===== config.mk =====
export PLATFORM = sky130hd
export DESIGN_NAME = w_input_conditioner
export DESIGN_NICKNAME = d
export VERILOG_FILES = /design/src/rtl/w_input_conditioner.sv
export SDC_FILE = /design/constraint.sdc
export NUM_CORES = 1
export LEC_CHECK = 0
export ABC_AREA = 1
export BUFFER_PORTS_ARGS = -buffer_cell sky130_fd_sc_hd__buf_2
export CAP_MARGIN = 10
export CORE_MARGIN = 2
export CORE_UTILIZATION = 50
export CTS_BUF_LIST = sky130_fd_sc_hd__clkbuf_8
export CTS_CLUSTER_SIZE = 40
export DETAILED_ROUTE_END_ITERATION = 12
export GPL_TIMING_DRIVEN = 0
export PLACE_DENSITY = 0.71
export SYNTH_ARGS = -nofsm -noshare
export SYNTH_HDL_FRONTEND = slang
export SYNTH_SLANG_ARGS = --single-unit

===== constraint.sdc =====
create_clock -name clock -period 1.2 [get_ports clock]
set_input_delay 0 -clock clock [delete_from_list [all_inputs] [get_ports clock]]
set_output_delay 0 -clock clock [all_outputs]
set_load 0.01 [all_outputs]

===== src/rtl/w_input_conditioner.sv =====
`default_nettype none
// ============================================================================
// Module   : w_input_conditioner
// Brief    : Conditions an asynchronous, bouncy raw_in into a clean level w
//            with single-cycle w_rise / w_fall strobes. A 2-flop synchronizer
//            feeds a 4-state debounce FSM (LOW, CHK_H, HIGH, CHK_L).
// Options  : define GLITCH_COUNT_EN to add the saturating glitch_count port,
//            which counts candidate transitions rejected during qualification.
// Revision : 1.0 - initial release
// ============================================================================
module w_input_conditioner #(
    parameter int DEBOUNCE_CYCLES = 4,
    parameter int CNT_W           = 8,
    parameter int GLITCH_W        = 8
) (
    input  logic                clock,
    input  logic                reset,
    input  logic                raw_in,
    output logic                w,
    output logic                w_rise,
    output logic                w_fall,
    output logic                busy
`ifdef GLITCH_COUNT_EN
    ,
    output logic [GLITCH_W-1:0] glitch_count
`endif
);

    // A qualification length outside the counter's reach cannot be honoured.
    generate
        if ((DEBOUNCE_CYCLES < 1) || (DEBOUNCE_CYCLES > ((2 ** CNT_W) - 1))) begin : g_bad_debounce
            $error("w_input_conditioner: DEBOUNCE_CYCLES out of range 1..2^CNT_W-1");
        end
    endgenerate

    typedef enum logic [1:0] {
        ST_LOW   = 2'd0,
        ST_CHK_H = 2'd1,
        ST_HIGH  = 2'd2,
        ST_CHK_L = 2'd3
    } state_t;

    // cnt holds samples already seen at the new level; reaching D-1 while the
    // next sample still agrees means D consecutive samples have been seen.
    localparam logic [CNT_W-1:0] C_CNT_LAST = CNT_W'(DEBOUNCE_CYCLES - 1);
    localparam bit               C_SINGLE   = (DEBOUNCE_CYCLES == 1);

    logic             s1_q;
    logic             s2_q;
    state_t           state_q;
    logic [CNT_W-1:0] cnt_q;
    logic             w_q;
    logic             rise_q;
    logic             fall_q;
    logic             busy_q;

    // Two-flop synchronizer; the FSM only ever looks at s2_q.
    always_ff @(posedge clock) begin
        if (reset) begin
            s1_q <= 1'b0;
            s2_q <= 1'b0;
        end else begin
            s1_q <= raw_in;
            s2_q <= s1_q;
        end
    end

    // Debounce FSM with all outputs registered; strobes default low each cycle.
    always_ff @(posedge clock) begin
        if (reset) begin
            state_q <= ST_LOW;
            cnt_q   <= '0;
            w_q     <= 1'b0;
            rise_q  <= 1'b0;
            fall_q  <= 1'b0;
            busy_q  <= 1'b0;
        end else begin
            rise_q <= 1'b0;
            fall_q <= 1'b0;
            case (state_q)
                ST_LOW: begin
                    if (s2_q) begin
                        if (C_SINGLE) begin
                            state_q <= ST_HIGH;
                            w_q     <= 1'b1;
                            rise_q  <= 1'b1;
                            cnt_q   <= '0;
                        end else begin
                            state_q <= ST_CHK_H;
                            cnt_q   <= CNT_W'(1);
                            busy_q  <= 1'b1;
                        end
                    end
                end
                ST_CHK_H: begin
                    if (!s2_q) begin
                        // Reversal: drop all credit and fall back to the stable level.
                        state_q <= ST_LOW;
                        cnt_q   <= '0;
                        busy_q  <= 1'b0;
                    end else if (cnt_q == C_CNT_LAST) begin
                        state_q <= ST_HIGH;
                        cnt_q   <= '0;
                        busy_q  <= 1'b0;
                        w_q     <= 1'b1;
                        rise_q  <= 1'b1;
                    end else begin
                        cnt_q <= cnt_q + CNT_W'(1);
                    end
                end
                ST_HIGH: begin
                    if (!s2_q) begin
                        if (C_SINGLE) begin
                            state_q <= ST_LOW;
                            w_q     <= 1'b0;
                            fall_q  <= 1'b1;
                            cnt_q   <= '0;
                        end else begin
                            state_q <= ST_CHK_L;
                            cnt_q   <= CNT_W'(1);
                            busy_q  <= 1'b1;
                        end
                    end
                end
                ST_CHK_L: begin
                    if (s2_q) begin
                        state_q <= ST_HIGH;
                        cnt_q   <= '0;
                        busy_q  <= 1'b0;
                    end else if (cnt_q == C_CNT_LAST) begin
                        state_q <= ST_LOW;
                        cnt_q   <= '0;
                        busy_q  <= 1'b0;
                        w_q     <= 1'b0;
                        fall_q  <= 1'b1;
                    end else begin
                        cnt_q <= cnt_q + CNT_W'(1);
                    end
                end
                default: begin
                    state_q <= ST_LOW;
                    cnt_q   <= '0;
                    busy_q  <= 1'b0;
                    w_q     <= 1'b0;
                end
            endcase
        end
    end

    assign w      = w_q;
    assign w_rise = rise_q;
    assign w_fall = fall_q;
    assign busy   = busy_q;

`ifdef GLITCH_COUNT_EN
    logic                w_glitch;
    logic [GLITCH_W-1:0] gcnt_q;

    assign w_glitch = ((state_q == ST_CHK_H) && !s2_q) ||
                      ((state_q == ST_CHK_L) &&  s2_q);

    // Saturating count of rejected candidate transitions, cleared only by reset.
    always_ff @(posedge clock) begin
        if (reset) begin
            gcnt_q <= '0;
        end else if (w_glitch && (gcnt_q != {GLITCH_W{1'b1}})) begin
            gcnt_q <= gcnt_q + GLITCH_W'(1);
        end
    end

    assign glitch_count = gcnt_q;
`endif

endmodule
`default_nettype wire

==> results.json <==
{
  "final_common_cell": "nand2_1",
  "grt_max_degree": 10,
  "critPathArrivalTime_ns": 1.36,
  "hold-worst-slack_ns": 0.0274,
  "drv_slew": 0,
  "endpoint_kind": "flip-flop",
  "die_h_um": 44.7,
  "relSlewSlack_pct": 80.5,
  "synth.distinct_cells": 22,
  "syn_nets": 110,
  "synth-edff-count": 0,
  "cp-start-kind": "flip-flop",
  "ant_nets": 0,
  "area_delta_synth_final_pct": 24.4,
  "wl_mm": 1.55,
  "dpl_worst_slack_ns": -0.0328,
  "insertion_delay_ns": 0.25,
  "final_area_um2": 1030,
  "drt-pass1-iter-count": 3,
  "antenna_found_initial": 0,
  "placed_area_um2": 872,
  "fin_crit_sh_pct": 98.1,
  "ys_seq_area_share_pct": 38.7,
  "finalWeightedCongestion": 0.717,
  "path_max_fanout": 8,
  "ys_warn_count": 0,
  "clk_pin_slew_ns": 0.06,
  "min_period_ns": 1.18,
  "gr-usage-all-layers_pct": 18.3,
  "maxCapViolations": 0,
  "post-route-util_pct": 67.5,
  "core_area_um2": 1520,
  "cts_tree": "done",
  "synth.avg_cell_area_um2": 7.80,
  "leakage_nw": 0.376,
  "grt_pass1_vias": 601,
  "grt_pass1_wl_mm": 2.63,
  "initial_core_util_pct": 54.3,
  "cts_made_buffers": 3,
  "finalSetupViolCount": 0,
  "setup_slack_ns": 0.0232,
  "avgViaCountPerCell": 5.16,
  "dieArea_um2": 2000,
  "drt_iter0_markers": 10,
  "async_flop_share_pct": 0,
  "hold_viol": 0,
  "cts_sinks": 16,
  "ys_ff_latch": 16,
  "final-seq-area_um2": 338,
  "outcome": "finished clean",
  "synth_cells": 106,
  "ys.flop_type": "dfxtp_1",
  "clock_skew_ns": 0.00367,
  "dieWidth_um": 44.7,
  "power_density_nw_per_um2": 1080,
  "cp.required_ns": 1.39,
  "ir_worst_vdd_uv": 804,
  "hpwlAfterDp_mm": 1.00,
  "path_class": "flip-flop to flip-flop",
  "multiInputGateArea_um2": 509,
  "hold_path.class": "primary input to flip-flop",
  "final.fill_count": 127,
  "layout_common_cells": "nand2_1, nor2_1, nand2_2, inv_1, dfxtp_2",
  "port_buffers": 5,
  "layout-drive-gt1-share_pct": 50.0,
  "tightest_slew_ns": 0.292,
  "ctsRootBufferMaster": "clkbuf_8",
  "htree_levels": 1,
  "rsz0062_at_grt": "true",
  "num_vias": 691,
  "syn_area_um2": 827,
  "fin_nets": 123,
  "rows": 14,
  "grt_overflow": 0,
  "ioPinCount": 7,
  "max_freq_mhz": 850,
  "antenna_cells": 0,
  "wl_per_cell_um": 11.6,
  "drc_errors": 0,
  "clockBufferDepth": 2
}
state kept, by name, summed over array words and instances (netlist names), named ones only:
name,flops
w_rise,1
s1_q,1
state_q,1
w_fall,1
cnt_q,8
s2_q,1
w,1
busy,1
final cells by class:
type,count,area share [%]
multi-input cells,76,49.5
flip-flops and latches,16,32.8
clock buffers,4,5.35
inverters,13,4.99
repair buffers,8,4.87
well taps,16,1.95
plain buffers,1,0.487
path summary, 6_finish.rpt:
| path | startpoint | end | slack (ns) | depth (start not counted) |
|---|---|---|---|---|
| setup / recovery | flip-flop | cnt_q[6] | 0.02 | 7 |
| hold / removal | reset | cnt_q[7] | 0.03 | 2 |
| setup reg to reg | flip-flop | cnt_q[6] | 0.02 | 7 |
| hold reg to reg | s1_q | s2_q | 0.41 | 2 |
critical path, stage by stage, from the launching register on:
cell and delay (ns):
dfxtp_2 0.34, inv_2 0.08, nand2_4 0.07, nand2_4 0.09, inv_4 0.04, nor2_4 0.26
nand2_2 0.09, a21oi_2 0.13
where the power goes:
part           leakage (nW)  internal [W]  switching [W]
logic                 0.212     0.0000272      0.0000460
registers             0.135      0.000540      0.0000130
clock network        0.0288      0.000292       0.000189
total                 0.376      0.000859       0.000248
metrics by stage:
step | cells | setup TNS, ns | power, W
after floorplan | 106 | 0 | 0.000607
after global placement | 127 | -0.0542 | 0.000621
after detailed placement | 127 | -0.0848 | 0.000622
after CTS | 132 | -0.00926 | 0.00111
after global routing | 134 | -0.249 | 0.00116
final | 134 | 0 | 0.00111
cell families after synthesis:
kind of cell / synth area share, %
flip-flops: 38.7
AND/OR/NAND/NOR: 39.8
adder cells (fa/ha/maj): 1.51
AO/OA/AOI/OAI: 13.5
buffers and inverters: 6.50
cell usage after synthesis, drive strengths merged, types with 2 or more instances:
cell,count,area share [%]
inv,13,5.9
nor2,19,14
o21bai,2,1.8
o21ai,5,3.5
a21oi,7,7.4
nand3,10,10
nand2,29,15
dfxtp,16,39
repair_timing:
| action | 4_1_cts | 5_1_grt |
|---|---|---|
| setup endpoints to repair | 10 | 13 |
| pin swaps | 2 | 13 |
| gates resized for setup | 3 | 28 |
| endpoints found under the hold margin | 1 | 0 |
| hold buffers | 1 | 0 |
| setup buffers | 0 | 2 |
per-layer routing:
layer,part of all wire (%),vias to the layer above,GRT usage [%]
met1,45,319,25.1
met4,1.6,0,7.27
met2,50,9,26.4
met5,0,-,0
li1,-,360,-
met3,3.2,3,6.12
(Power assumes the default switching activity.)
